--- src/rtl/truth_table_sweeper.sv ---
// ---------------------------------------------------------------------------
// truth_table_sweeper
//
// Purpose:
//   Sweeps all eight input combinations of a 3-input combinational gate. Each
//   row is held on dut_in1..3 for SETTLE cycles, and the gate response is then
//   sampled into table_out. Row 000 lands in bit 7 and row 111 in bit 0, so a
//   gate whose truth table is 0x7B produces table_out = 8'h7B.
//
// Parameters:
//   SETTLE      cycles each row is held before sampling (1..255, 0 acts as 1)
//
// Ports:
//   clk         rising-edge clock
//   rst         asynchronous active-high reset
//   start       one-cycle sweep request, honoured in IDLE only
//   abort       synchronous cancel of a running sweep (APPLY/SAMPLE only)
//   dut_in1..3  gate inputs, {dut_in1,dut_in2,dut_in3} = current row
//   dut_out     gate response
//   busy        high while in APPLY or SAMPLE
//   done        one-cycle pulse after a completed sweep
//   table_out   captured truth table
//   table_valid table_out holds a complete sweep
//
// Optional feature (macro TRUTH_TABLE_SWEEPER_CHECK_EN):
//   expected    reference truth table
//   pass / fail registered comparison of table_out against expected, produced
//               when a sweep completes. Both are cleared by an accepted start,
//               an accepted abort, or rst.
//
// Handshake: start is sampled on a rising edge while IDLE. If abort is high on
// the same edge, abort wins and no sweep starts. done rises one edge after the
// DONE state is entered, so it appears 8*(SETTLE+1)+1 edges after the start
// edge.
// ---------------------------------------------------------------------------
module truth_table_sweeper #(
    parameter int unsigned SETTLE = 4
) (
    input  logic       clk,
    input  logic       rst,
    input  logic       start,
    input  logic       abort,
    output logic       dut_in1,
    output logic       dut_in2,
    output logic       dut_in3,
    input  logic       dut_out,
    output logic       busy,
    output logic       done,
    output logic [7:0] table_out,
    output logic       table_valid
`ifdef TRUTH_TABLE_SWEEPER_CHECK_EN
    ,
    input  logic [7:0] expected,
    output logic       pass,
    output logic       fail
`endif
);

    // A SETTLE of 0 behaves as 1, so every row is held for at least one cycle.
    localparam logic [7:0] SETTLE_EFF = (SETTLE == 0) ? 8'd1 : 8'(SETTLE);
    localparam logic [7:0] CNT_LAST   = SETTLE_EFF - 8'd1;

    typedef enum logic [1:0] {
        IDLE   = 2'd0,
        APPLY  = 2'd1,
        SAMPLE = 2'd2,
        DONE   = 2'd3
    } state_t;

    state_t     state;
    state_t     state_next;
    logic [2:0] row;
    logic [7:0] cnt;
    logic       start_ok;
    logic       abort_ok;

    // Accepted events, shared by the FSM and the datapath registers.
    assign start_ok = (state == IDLE) && start && !abort;
    assign abort_ok = ((state == APPLY) || (state == SAMPLE)) && abort;

    // The row register drives the gate directly; it is 0 in IDLE and DONE.
    assign {dut_in1, dut_in2, dut_in3} = row;

    // ---------------------------------------------------------------- FSM
    always_ff @(posedge clk or posedge rst) begin
        if (rst) begin
            state <= IDLE;
        end else begin
            state <= state_next;
        end
    end

    always_comb begin
        state_next = state;
        busy       = 1'b0;
        case (state)
            IDLE: begin
                if (start_ok) begin
                    state_next = APPLY;
                end
            end
            APPLY: begin
                busy = 1'b1;
                if (abort) begin
                    state_next = IDLE;
                end else if (cnt == CNT_LAST) begin
                    state_next = SAMPLE;
                end
            end
            SAMPLE: begin
                busy = 1'b1;
                if (abort) begin
                    state_next = IDLE;
                end else if (row == 3'd7) begin
                    state_next = DONE;
                end else begin
                    state_next = APPLY;
                end
            end
            DONE: begin
                state_next = IDLE;
            end
            default: begin
                state_next = IDLE;
            end
        endcase
    end

    // ----------------------------------------------------------- datapath
    always_ff @(posedge clk or posedge rst) begin
        if (rst) begin
            row         <= 3'd0;
            cnt         <= 8'd0;
            done        <= 1'b0;
            table_valid <= 1'b0;
            table_out   <= 8'h00;
        end else begin
            done <= 1'b0;
            case (state)
                IDLE: begin
                    if (start_ok) begin
                        row         <= 3'd0;
                        cnt         <= 8'd0;
                        table_valid <= 1'b0;
                        table_out   <= 8'h00;
                    end
                end
                APPLY: begin
                    if (abort) begin
                        row <= 3'd0;
                        cnt <= 8'd0;
                    end else begin
                        cnt <= cnt + 8'd1;
                    end
                end
                SAMPLE: begin
                    // An abort here drops the pending sample; bits already
                    // captured stay in table_out.
                    if (abort) begin
                        row <= 3'd0;
                        cnt <= 8'd0;
                    end else begin
                        table_out[3'd7 - row] <= dut_out;
                        cnt                   <= 8'd0;
                        row                   <= (row == 3'd7) ? 3'd0 : row + 3'd1;
                    end
                end
                DONE: begin
                    done        <= 1'b1;
                    table_valid <= 1'b1;
                end
                default: begin
                    row <= 3'd0;
                    cnt <= 8'd0;
                end
            endcase
        end
    end

`ifdef TRUTH_TABLE_SWEEPER_CHECK_EN
    // table_out is final by the time DONE is reached, so it is compared there.
    always_ff @(posedge clk or posedge rst) begin
        if (rst) begin
            pass <= 1'b0;
            fail <= 1'b0;
        end else if (start_ok || abort_ok) begin
            pass <= 1'b0;
            fail <= 1'b0;
        end else if (state == DONE) begin
            pass <= (table_out == expected);
            fail <= (table_out != expected);
        end
    end
`endif

endmodule

--- config.mk ---
export PLATFORM = sky130hd
export DESIGN_NAME = truth_table_sweeper
export DESIGN_NICKNAME = d
export VERILOG_FILES = /design/src/rtl/truth_table_sweeper.sv
export SDC_FILE = /design/constraint.sdc
export NUM_CORES = 1
export LEC_CHECK = 0
export BUFFER_PORTS_ARGS = -buffer_cell sky130_fd_sc_hd__buf_4
export CAP_MARGIN = 5
export CORE_MARGIN = 3
export CORE_UTILIZATION = 32
export DETAILED_ROUTE_END_ITERATION = 12
export GPL_ROUTABILITY_DRIVEN = 0
export HOLD_SLACK_MARGIN = 0.06
export PLACE_DENSITY = 0.52
export SLEW_MARGIN = 40
export SYNTH_ARGS = -nofsm -noshare
export SYNTH_HDL_FRONTEND = slang
export SYNTH_SLANG_ARGS = --single-unit
--- constraint.sdc ---
create_clock -name clk -period 1.6 [get_ports clk]
set_input_delay 0.32 -clock clk [delete_from_list [all_inputs] [get_ports clk]]
set_output_delay 0.32 -clock clk [all_outputs]
set_load 0.01 [all_outputs]
== After elaboration in Yosys (flattened, before gate mapping) ==
Index checks and enable logic that the tools add are counted.
Cells by class
  $add $sub $neg: 3
  magnitude comparators: 2
  eq/ne operators: 9
  multiplexer cells: 23
  reduce and logical (&&, ||, !) cells: 14
Operator list (count)
  $mux W8: 3
  $pmux W8 S3: 1
  $pmux W8 S2: 1
  $mux W3: 4
  $mux W2: 5
  $pmux W3 S3: 1
  $add A8 B1 Y8 const B: 1
  $bwmux W8: 1
  $eq A8 B2 Y1 const B: 1
  $pmux W2 S4: 1
  $ne A2 B2 Y1 const B: 3
  $reduce_and A2 Y1: 3
  $reduce_and A3 Y1: 2
  $eq A2 B2 Y1 const B: 2
  $lt A3 B4 Y1 const B: 1
  $mux W1: 4
  $reduce_bool A2 Y1: 2
  $add A3 B1 Y3 const B: 1
  $demux W1 S3: 1
  $eq A3 B3 Y1 const B: 1
  $ge A3 B1 Y1 const B: 1
  $logic_and A1 B1 Y1: 3
  $ne A3 B2 Y1 const B: 1
  $reduce_bool A3 Y1: 1
  6 further kinds: 6
Word-level totals
  bits in registers: 23

== Depth between registers and ports, before layout ==
Gate-level depths: netlist of the first run.
  depth after elaboration: 8
  mapped depth: 8
  mapped depth without buffers: 6

== Least setup slack after synthesis of the first run ==
OpenSTA, ideal clock, no wires.
  kind: register -> register
  from: reg state[0]
  to: reg table_out[5]
  library setup time: 0.128 ns
  data arrival time: 1.449 ns
  required time: 1.472 ns
  slack: 0.023 ns
  cell stages (with the launch flop): 9
  path through: dfrtp_1 > inv_1 > ha_1 > buf_2 > mux2i_1 > or2_1 > buf_2 > a32oi_1 > o21ai_1
Between the ends
  cells in the longest elaborated chain, start to end: 5
  elaborated cells on any way between the ends: 9
  classes of those cells: eq/ne (3); mux (1); reduce/logical (5)
Ends and longest elaborated chain
  from (decl): RTL line 70  | state_t state;
  from (signal assigned): RTL line 89  | state <= state_next;
  $logic_not A2 Y1: RTL line 78, 139
  $logic_and A1 B1 Y1 (2 in a row): RTL line 78  | assign start_ok = (state == IDLE) && start && !abort;
  $ne A2 B2 Y1 (no line)
  $reduce_and A3 Y1 (no line)
  to (signal, indexed assignment): RTL line 163  | table_out[3'd7 - row] <= dut_out;
  to (decl): RTL line 49  | output logic [7:0] table_out,
Parallel ways exist; a longest one is shown, timed or not.
A chain may end at the register's enable or synchronous reset.

== Worst setup path after layout of the first run ==
  from: reg cnt[0]
  to: reg state[1]
Between the ends
  cells in the longest elaborated chain, start to end: 3
Ends and longest elaborated chain
  from (decl): RTL line 73  | logic [7:0] cnt;
  from (signal assigned): RTL line 153  | cnt <= cnt + 8'd1;
  $eq A8 B2 Y1: RTL line 106  | end else if (cnt == CNT_LAST) begin
  $ne A3 B2 Y1 (no line)
  $reduce_and A2 Y1 (no line)
No other way between the ends.

==> results of run 1 <==
[cell families (layout without fill, tap and decap cells)]
group,count (synthesis),after routing
and+or+nand+nor,46,46
muxes,2,2
DFF,23,23
AOI/OAI and AO/OA,43,43
adders and majority gates,7,7
buffers and inverters,19,55
[cell usage in the layout, fill, tap and decap left out, types with 4 or more instances in the layout]
master	count
a21oi_1	8
buf_4	42
dfrtp_1	23
inv_1	7
nand2_1	11
nand2b_1	4
nand3_1	5
nor2_1	8
o21ai_1	14
o22ai_1	4
o31ai_2	4
[worst max path at each step]
stage,slack [ns],cells past startpoint,start,to
6_report,0.06,5,cnt[0]$_DFFE_PP0P_,state[1]$_DFFE_PP0P_
5_1_grt,-0.02,5,cnt[0]$_DFFE_PP0P_,state[1]$_DFFE_PP0P_
4_1_cts,0.009,5,cnt[1]$_DFFE_PP0P_,state[1]$_DFFE_PP0P_
3_5_place_dp,-0.06,6,state[1]$_DFFE_PP0P_,table_out[4]$_DFFE_PP0P_
3_3_place_gp,-0.008,6,state[0]$_DFFE_PP0P_,table_out[2]$_DFFE_PP0P_
2_1_floorplan,0.02,8,state[0]$_DFFE_PP0P_,table_out[5]$_DFFE_PP0P_
[worst max-delay path, delay by kind of cell (launching register included)]
family / cells / cell delay (ns)
and+or+nand+nor: 2 / 0.69
adders and majority gates: 1 / 0.19
DFF: 1 / 0.38
AOI/OAI and AO/OA: 2 / 0.20
[what timing repair did]
| action | CTS | global route |
|---|---|---|
| resized for setup | 3 | 11 |
| hold endpoints to repair | 0 | 0 |
| endpoints found under the setup margin | 12 | 12 |
| setup buffers | 0 | 4 |
[per-stage QoR]
step / instances / hold slack, ns / area [sq um]
after floorplan: 140 / 0.3219 / 1318
after global placement: 216 / 0.3930 / 1613
after detailed placement: 216 / 0.3979 / 1613
after CTS: 220 / 0.1034 / 1668
after global routing: 224 / 0.1083 / 1737
final: 224 / 0.08409 / 1737
[routing by layer]
metal  global-route usage  part of all wire  vias to the layer above
met2               0.1973              0.45                       24
met4              0.07447             0.022                        0
met5                    0                 0                        -
met3              0.02446             0.032                        4
li1                     -                 -                      569
met1               0.1681              0.50                      542
[power by group through the flow]
stage | Sequential, uW | Combinational (uW) | Clock [uW]
finish | 693 | 917 | 377
global route | 698 | 1030 | 420
CTS | 691 | 816 | 391
detailed placement | 702 | 792 | 0
global placement | 698 | 773 | 0
floorplan | 717 | 471 | 0
[state kept, by name, indices dropped and copies added, names as in the netlist]
signal / flops
cnt: 8
row: 3
table_valid: 1
state: 2
done: 1
table_out: 8
[final cells by class]
| cell class | instances | area [sq um] |
|---|---|---|
| timing repair buffer | 42 | 315.3 |
| multi-input combinational | 98 | 705.7 |
| fill | 368 | 2090 |
| clock buffer | 3 | 41.29 |
| sequential | 23 | 575.6 |
| clock inverter | 1 | 5.005 |
| tap | 48 | 60.06 |
| inverter | 9 | 33.78 |
==> metrics.md, run 1 <==
| Metric | Value |
|---|---|
| Fin util | 0.4539 |
| Max cap viols | 0 |
| Initial Util | 0.3443 |
| Core area | between 3000 and 4000 sq um |
| CP cell instances | ha_2, nor4b_4, a21oi_2, or4_4, o21ai_1 |
| ANT nets after route | 0 |
| Synth top cells by count | dfrtp_1 (23), o21ai_1 (14), nand2_1 (11) |
| Die Y | 70.17 um |
| Syn Nets | 152 |
| Status | finished clean |
| Setup TNS | 0 ns |
| Clock Sinks | 23 |
| Global route total overflow | 0 |
| Initial DRC count | 46 |
| Worst skew pair latency | roughly 0.27 ns |
| Post-synth EDFFs | 0 |
| Endpoints failing hold | 0 |
| Main combinational cell family by area after synthesis | compound AO/OA/AOI/OAI gates |
| Main synth FF type | dfrtp_1 |
| Worst Skew | 0.01215 ns |
| Via count | 1139 |
| Share of cells above drive strength 1 | 0.3693 |
| Critical Path Start Type | flip-flop |
| Setup CP Type | flip-flop to flip-flop |
| Pin count of the biggest net entering global routing | 24 |
| Fmax | 0.6499 GHz |
| Cell area after synthesis | 1318 sq um |
| Synth top area share | 0.4368 |
| Sw Share | 0.3642 |
| Synth Area in Adders | 0.06648 |
| Most frequent cell after synthesis | dfrtp_1 |
| Port bufs | 18 |
| Final period utilization | 0.9617 |
| Synth Area in Compound Gates | 0.2146 |
| Async set or reset register ratio after synthesis | 1.000 |
| Area growth syn-to-layout | 31.81% |
| Post-synthesis mux area share | 0.01519 |
| Critical path's slowest cell | or4_4 |
| Hold_buf cts | 0 |
| CP max stage delay | 0.48 ns |
| Clk slew on worst S/H paths | 0.09 ns |
| Post-layout net count | roughly 190 |
| Final wirelength | 3021 um |
| Worst path required time | around 1.8 ns |
| IO Pins | 19 |
| Vias/cell | between 5 and 6 |
| Post-Place Setup Slack | -0.06311 ns |
| DRT Pass-1 Iters | 4 |
| Residual DRC | 0 |
| Crit-path max FO | 2 |
| Synth Register Bits | 23 |
| Yosys top cell by area | dfrtp_1 |
| Netlist cell types | 33 |
| Synth Area in Simple Gates | 0.2032 |
| CTS tree | done |
| HPWL after DPL | ~2200 um |
| Pint | 1263 uW |
| Comb pwr share | 0.461 |
| Slew Viols, Final | 0 |
| Hold Path Class | primary input to async pin |
| Reg2reg end | state[1]$_DFFE_PP0P_ |
| Per-cell routed wire length | 13.49 um |
| Power share of the sequential group | 0.349 |
| Psw | ~720 uW |
| Initial antenna violation count | 0 |
| Worst Path Arrival | approximately 1.7 ns |
| Die Area | 4923 sq um |
| Clock Tree Root | clkbuf_8 |
| H-Tree Depth | 1 |
| Reg-to-Reg Start | cnt[0]$_DFFE_PP0P_ |
| Worst VDD drop | between 0.0007 and 0.0008 V |
| First-pass GRT wire length | 5071 um |
| Final worst slack | approximately 0.061 ns |
| Diodes inserted | 0 |
| Sequential fraction of the synthesis area | 0.4368 |
| Die width | 70.17 um |
| Lkg Pwr | around 0.0008 uW |
| FF-to-FF path depth | 5 |
| Vias in the first global route | 1116 |
| Slew HR | 0.7982 |
| Gr usage total | 0.1288 |
| Tot Pwr | 1987 uW |
| Crit. End Element | flip-flop |
| Clock power share | 0.190 |
| Clock Path Buffers | 2 |
| Tightest Pin Transition | 0.3027 ns |
| Synthesized instance count | 140 |
| Crit path time final | approximately 1.5 ns |
| Syn Area/Cell | 9.411 sq um |
| Warning count from the yosys run | 0 |
| Xor/xnor share of the synthesized area | 0 |
| Pwr Density | 1144 nW/um^2 |
| Final setup fails | 0 |
| Setup slack on the worst flop-to-flop path | a little over 0.06 ns |
| Cts bufs inserted | 3 |
| # rows | 22 |
| Top post-synthesis cells by area | dfrtp_1 (44%), ha_1 (6.6%), o21ai_1 (5.3%) |
(Power assumes the default switching activity.)
==> run 2: changes to the inputs <==
--- a/config.mk
+++ b/config.mk
@@ -5,6 +5,7 @@
 export SDC_FILE = /design/constraint.sdc
 export NUM_CORES = 1
 export LEC_CHECK = 0
+export ABC_AREA = 1
 export BUFFER_PORTS_ARGS = -buffer_cell sky130_fd_sc_hd__buf_4
 export CAP_MARGIN = 5
 export CORE_MARGIN = 3
==> metrics.md, run 2 <==
| Metric | Value |
|---|---|
| Status | finished clean |
| Port bufs | 18 (unchanged) |
| Hold Slack | 0.08866 ns (+0.004572 ns) |
| Worst skew pair latency | 0.27 ns (about the same) |
| Pin count of the biggest net entering global routing | 24 (unchanged) |
| Setup slack on the worst flop-to-flop path | 0.09 ns (+0.02 ns) |
| Top post-synthesis cells by area | dfrtp_1 (44%), nand2_1 (16%), nand3_1 (7.6%) |
| Final worst slack | 0.08503 ns (+0.02367 ns) |
| Syn Nets | 188 (+24%) |
| Core area | 3799 sq um (-0.72%) |
| # rows | 22 (unchanged) |
| Critical Path Start Type | flip-flop |
| Per-cell routed wire length | 11.93 um (-12%) |
| Crit-path max FO | 5 (+3) |
| Initial Util | 0.3458 (+0.001507) |
| Post-Place Setup Slack | -0.05399 ns (+0.009118 ns) |
| Lkg Pwr | 0.0008222 uW (+1.8%) |
| Endpoints failing hold | 0 (unchanged) |
| Cell area after synthesis | 1314 sq um (-0.28%) |
| Crit. End Element | flip-flop |
| Sequential fraction of the synthesis area | 0.4381 (+0.001248) |
| Gr usage total | 0.1225 (-0.006291) |
| H-Tree Depth | 1 (unchanged) |
| Final wirelength | 2959 um (-2.1%) |
| Share of cells above drive strength 1 | 0.1900 (-0.1793) |
| Pwr Density | 1096 nW/um^2 (-4.2%) |
| Area after DPL | 1498 sq um (-7.1%) |
| Final setup fails | 0 (unchanged) |
| Max cap viols | 0 (unchanged) |
| Synth top area share | 0.4381 (+0.001248) |
| Vias in the first global route | 1071 (-4.0%) |
| Via count | 1206 (+5.9%) |
| Tightest Pin Transition | 0.3128 ns (+0.01015 ns) |
| Residual DRC | 0 (unchanged) |
| Largest regs | cnt x8, table_out x8, row x3 |
| HPWL after DPL | 2122 um (-4.3%) |
| Warning count from the yosys run | 0 (unchanged) |
| Worst Path Arrival | 1.71 ns (-0.03 ns) |
| Post-synth EDFFs | 0 (unchanged) |
| First-pass GRT wire length | 4816 um (-5.0%) |
| Die Y | 70.08 um (-0.13%) |
| Clk slew on worst S/H paths | 0.09 ns (about the same) |
| Clock Sinks | 23 (unchanged) |
| Slew Viols, Final | 0 (unchanged) |
| Hold_buf cts | 0 (unchanged) |
| Syn Area/Cell | 7.465 sq um (-21%) |
| Reg-to-Reg Start | state[0]$_DFFE_PP0P_ |
| Fillers | 388 (+5.4%) |
| Top routing layer in use | met4 |
| Async set or reset register ratio after synthesis | 1.000 (unchanged) |
| Yosys top cell by area | dfrtp_1 |
| Most frequent cell after synthesis | nand2_1 |
| Most common cell after layout, fill and taps aside | nand2_1 |
| Final Instance Count excl. Fillers | 248 (+11%) |
| Crit path time final | 1.515 ns (-0.02367 ns) |
| Diodes inserted | 0 (unchanged) |
| Cts bufs inserted | 3 (unchanged) |
| Die width | 70.08 um (-0.13%) |
| Slew HR | 0.7915 (-0.006764) |
| Synth top cells by count | nand2_1 (55), dfrtp_1 (23), inv_1 (22) |
| Met2 routed WL | 1504 um (+11%) |
| Clock Tree Root | clkbuf_8 |
| Worst Skew | 0.01032 ns (-0.001826 ns) |
| Placed cells | 241 (+12%) |
| Main synth FF type | dfrtp_1 |
| Global route total overflow | 0 (unchanged) |
| Worst path required time | 1.80 ns (about the same) |
| Fin area | 1637 sq um (-5.8%) |
| Initial antenna violation count | 0 (unchanged) |
| Clock Path Buffers | 2 (unchanged) |
| CP startpoint | state[0]$_DFFE_PP0P_ |
| FF/Latch Area | 575.6 sq um (unchanged) |
| DRT Pass-1 Iters | 4 (unchanged) |
| Die Area | 4911 sq um (-0.26%) |
| Final period utilization | 0.9469 (-0.01479) |
| Synthesized instance count | 176 (+26%) |
| Setup CP Type | flip-flop to flip-flop |
| CTS tree | done |
| ANT nets after route | 0 (unchanged) |
| Area of the multi-input gates | 706.9 sq um (+0.18%) |
| Netlist cell types | 18 (-45%) |
| Routed met1 length | 1249 um (-17%) |
| Post-layout net count | 213 (+13%) |
| Area growth syn-to-layout | 24.57% |
| Worst VDD drop | 0.0004744 V (-34%) |
| Fmax | 0.6601 GHz (+1.6%) |
| Vias/cell | 4.863 (-4.4%) |
| FF-to-FF path depth | 6 (+1) |
| Met3 Wirelength | 170 um (+77%) |
| IO Pins | 19 (unchanged) |
| Initial DRC count | 80 (+74%) |
| Reg2reg end | table_out[5]$_DFFE_PP0P_ |
| Synth Register Bits | 23 (unchanged) |
| Commonest cells after routing, fill and taps aside | nand2_1 (53), dfrtp_1 (23), inv_1 (22), buf_4 (22), nand3_1 (19) |
| Fin util | 0.4308 (-0.02306) |
| Hold Path Class | primary input to async pin |
==> run 2: cell types whose count changed in the layout (fill, tap and decap cells not counted), sizes merged, moves of 4 or more <==
cell,delta
a21oi,-7
buf,-20
inv,+13
nand2,+45
nand2b,-5
nand3,+15
nor2,+7
o21ai,+4
o22ai,-4
o31ai,-5
==> run 2: worst max path at each step <==
stage	endpoint	slack (ns)	cells past startpoint
final	table_out[5]$_DFFE_PP0P_	0.09	6
after global routing	row[2]$_DFFE_PP0P_	-0.003	8
after CTS	cnt[5]$_DFFE_PP0P_	0.02	8
after detailed placement	table_out[3]$_DFFE_PP0P_	-0.05	6
after global placement	table_out[6]$_DFFE_PP0P_	0.02	6
after floorplan	row[0]$_DFFE_PP0P_	0.22	9
==> run 2: metal layers <==
metal,up-vias,track usage
met5,-,0
met4,0,0.03191
met3,4,0.03741
met2,33,0.2120
met1,552,0.1469
li1,617,-
==> run 2: layout make-up <==
cell class | instances | area share
clock buffer | 3 | 0.02523
sequential | 23 | 0.3517
multi-input combinational | 129 | 0.4320
timing repair buffer | 22 | 0.1009
clock inverter | 1 | 0.003058
inverter | 22 | 0.05046
tap | 48 | 0.03670
==> run 2: metrics by stage <==
step	setup TNS (ns)	power [uW]
2_1_floorplan	0	1141
3_3_place_gp	0	1284
3_5_place_dp	-0.1862	1293
4_1_cts	0	1698
5_1_grt	-0.002643	1945
6_report	0	1793
==> run 2: repair_timing <==
| action | CTS | global route |
|---|---|---|
| gates resized for setup | 4 | 14 |
| pin swaps | 0 | 2 |
| setup buffers | 0 | 2 |
| endpoints found under the setup margin | 10 | 19 |
| endpoints found under the hold margin | 0 | 0 |
| cloned | 0 | 1 |
==> run 2: where the power goes <==
part / internal [uW] / switching, uW / total (uW)
Clock: 174 / 194 / 368
Sequential: 636 / 49.6 / 686
Combinational: 271 / 468 / 739
==> run 2: logic make-up (layout without fill, tap and decap cells) <==
logic type,after synthesis,count (layout),synth area share
AND/OR/NAND/NOR,100,100,0.3238
buffers and inverters,25,48,0.08285
flip-flops,23,23,0.4381
AO/OA/AOI/OAI,20,21,0.08190
adder cells (fa/ha/maj),7,7,0.06666
XOR/XNOR,1,1,0.006668
==> run 2: worst max-delay path, cell delays in order (launching register included) <==
cell and delay (ns):
dfrtp_1 0.42, inv_1 0.12, ha_2 0.23, nand2_2 0.12, o21ai_4 0.23, nand3_1 0.16
o21ai_0 0.17
==> run 3: changes to the inputs <==
--- a/config.mk
+++ b/config.mk
@@ -6,9 +6,9 @@
 export NUM_CORES = 1
 export LEC_CHECK = 0
 export ABC_AREA = 1
-export BUFFER_PORTS_ARGS = -buffer_cell sky130_fd_sc_hd__buf_4
+export BUFFER_PORTS_ARGS = -buffer_cell sky130_fd_sc_hd__buf_2
 export CAP_MARGIN = 5
-export CORE_MARGIN = 3
+export CORE_MARGIN = 4
 export CORE_UTILIZATION = 32
 export DETAILED_ROUTE_END_ITERATION = 12
 export GPL_ROUTABILITY_DRIVEN = 0
==> metrics.md, run 3 (synthesized netlist as in run 2, its figures left out) <==
| Metric | Value |
|---|---|
| Via count | 1213 (+0.58%) |
| Residual DRC | 0 (unchanged) |
| Crit-path max FO | 10 (+5) |
| Max cap viols | 0 (unchanged) |
| FF-to-FF path depth | 9 (+3) |
| Initial antenna violation count | 0 (unchanged) |
| Setup slack on the worst flop-to-flop path | 0.09 ns (about the same) |
| Worst Skew | 0.005433 ns (-0.004888 ns) |
| Clock power share | 0.201 (-0.004) |
| Slew HR | 0.7945 (+0.003005) |
| Tightest Pin Transition | 0.3051 ns (-0.007732 ns) |
| Fillers | 432 (+11%) |
| # rows | 23 (+4.5%) |
| Sw Share | 0.3861 (-0.01080) |
| Port bufs | 18 (unchanged) |
| Initial DRC count | 70 (-13%) |
| Final setup fails | 0 (unchanged) |
| Power share of the sequential group | 0.373 (-0.010) |
| Final Instance Count excl. Fillers | 256 (+3.2%) |
| Status | finished clean |
| Pwr Density | 1126 nW/um^2 (+2.8%) |
| Cts bufs inserted | 3 (unchanged) |
| Initial Util | 0.3308 (-0.01504) |
| Final wirelength | 2880 um (-2.7%) |
| Die Y | 72.08 um (+2.9%) |
| First-pass GRT wire length | 4850 um (+0.71%) |
| Per-cell routed wire length | 11.25 um (-5.7%) |
| ANT nets after route | 0 (unchanged) |
| Worst VDD drop | 0.0006930 V (+46%) |
| Worst skew pair latency | 0.27 ns (about the same) |
| Lkg Pwr | 0.0008488 uW (+3.2%) |
| Most common cell after layout, fill and taps aside | nand2_1 |
| Final worst slack | 0.09296 ns (+0.007936 ns) |
| Pin count of the biggest net entering global routing | 24 (unchanged) |
| Crit. End Element | flip-flop |
| Hold_buf cts | 0 (unchanged) |
| Setup CP Type | flip-flop to flip-flop |
| Clock Tree Root | clkbuf_8 |
| Psw | 701.3 uW (-1.4%) |
| Diodes inserted | 0 (unchanged) |
| Global route total overflow | 0 (unchanged) |
| IO Pins | 19 (unchanged) |
| Die width | 72.08 um (+2.9%) |
| Area after DPL | 1485 sq um (-0.84%) |
| Setup TNS | 0 ns (unchanged) |
| Gr usage total | 0.1169 (-0.005649) |
| Post-Place Setup Slack | 0.03521 ns (+0.08920 ns) |
| Clk slew on worst S/H paths | 0.09 ns (about the same) |
| Worst Path Arrival | 1.71 ns (about the same) |
| Fmax | 0.6636 GHz (+0.53%) |
| Die Area | 5195 sq um (+5.8%) |
| Clock Sinks | 23 (unchanged) |
| Pint | 1115 uW (+3.1%) |
| Comb pwr share | 0.426 (+0.014) |
| H-Tree Depth | 1 (unchanged) |
| Reg-to-Reg Start | state[0]$_DFFE_PP0P_ |
| CTS tree | done |
| Clock Path Buffers | 2 (unchanged) |
| DRT Pass-1 Iters | 7 (+3) |
| Commonest cells after routing, fill and taps aside | nand2_1 (53), dfrtp_1 (23), inv_1 (22) |
| Reg2reg end | state[1]$_DFFE_PP0P_ |
| Share of cells above drive strength 1 | 0.2039 (+0.01388) |
| HPWL after DPL | 2095 um (-1.3%) |
| Vias/cell | 4.738 (-2.6%) |
| Post-layout net count | 219 (+2.8%) |
| Placed cells | 247 (+2.5%) |
| Final period utilization | 0.9419 (-0.004960) |
| Crit path time final | 1.507 ns (-0.007936 ns) |
| RSZ-0062 raised after global routing | true |
| Critical Path Start Type | flip-flop |
| Endpoints failing hold | 0 (unchanged) |
| Hold Path Class | primary input to async pin |
| Largest regs | cnt x8, table_out x8, row x3 |
| Worst path required time | 1.81 ns (about the same) |
| Slew Viols, Final | 0 (unchanged) |
| Core area | 3971 sq um (+4.5%) |
| Area growth syn-to-layout | 22.76% |
| Vias in the first global route | 1094 (+2.1%) |
| Fin area | 1613 sq um (-1.5%) |
## run 3: metal layers
metal / part of all wire / global-route usage
met5: 0 / 0
met1: 0.46 / 0.1467
met4: 0.0073 / 0.02505
met2: 0.47 / 0.1962
met3: 0.067 / 0.03740
## run 3: how the worst max path moves through the flow
stage                               startpoint                    to  slack, ns
after detailed placement  state[1]$_DFFE_PP0P_    cnt[2]$_DFFE_PP0P_       0.04
after global routing      state[0]$_DFFE_PP0P_  state[1]$_DFFE_PP0P_      -0.02
after CTS                 state[1]$_DFFE_PP0P_    cnt[2]$_DFFE_PP0P_       0.01
after floorplan           state[0]$_DFFE_PP0P_    row[0]$_DFFE_PP0P_       0.22
after global placement    state[1]$_DFFE_PP0P_    cnt[2]$_DFFE_PP0P_       0.06
final                     state[0]$_DFFE_PP0P_  state[1]$_DFFE_PP0P_       0.09
## run 3: final cells by class
cell class,instances,area [sq um],area share
multi-input combinational,129,680.7,0.4220
inverter,22,82.58,0.05120
tap,50,62.56,0.03879
clock buffer,3,41.29,0.02560
sequential,23,575.6,0.3569
clock inverter,1,5.005,0.003103
timing repair buffer,28,165.2,0.1024
## run 3: through the flow
stage	total power (uW)	util	hold slack [ns]
after detailed placement	1293	0.3740	0.3891
final	1817	0.4061	0.07836
after global routing	1968	0.4061	0.1113
after global placement	1297	0.3740	0.3814
after floorplan	1141	-	0.3219
after CTS	1674	0.3856	0.08909
## run 3: worst max-delay path, cell delays in order, from the launching register on
cell and delay, ns:
dfrtp_1 0.38, inv_1 0.12, ha_1 0.21, buf_4 0.18, inv_1 0.10, nor2_2 0.11, nand3_1 0.08, o21ai_0 0.08
nand3_1 0.09, nand2_1 0.09
## run 3: repair_timing
item	in CTS	in global routing
resized for setup	0	10
setup buffers	0	4
endpoints found under the setup margin	0	20
## run 3: power by group through the flow
stage                     sequential [uW]  combinational (uW)  clock (uW)
after floorplan                       699                 442           0
after global placement                690                 608           0
after detailed placement              689                 605           0
after CTS                             678                 608         389
after global routing                  688                 869         412
final                                 677                 774         365
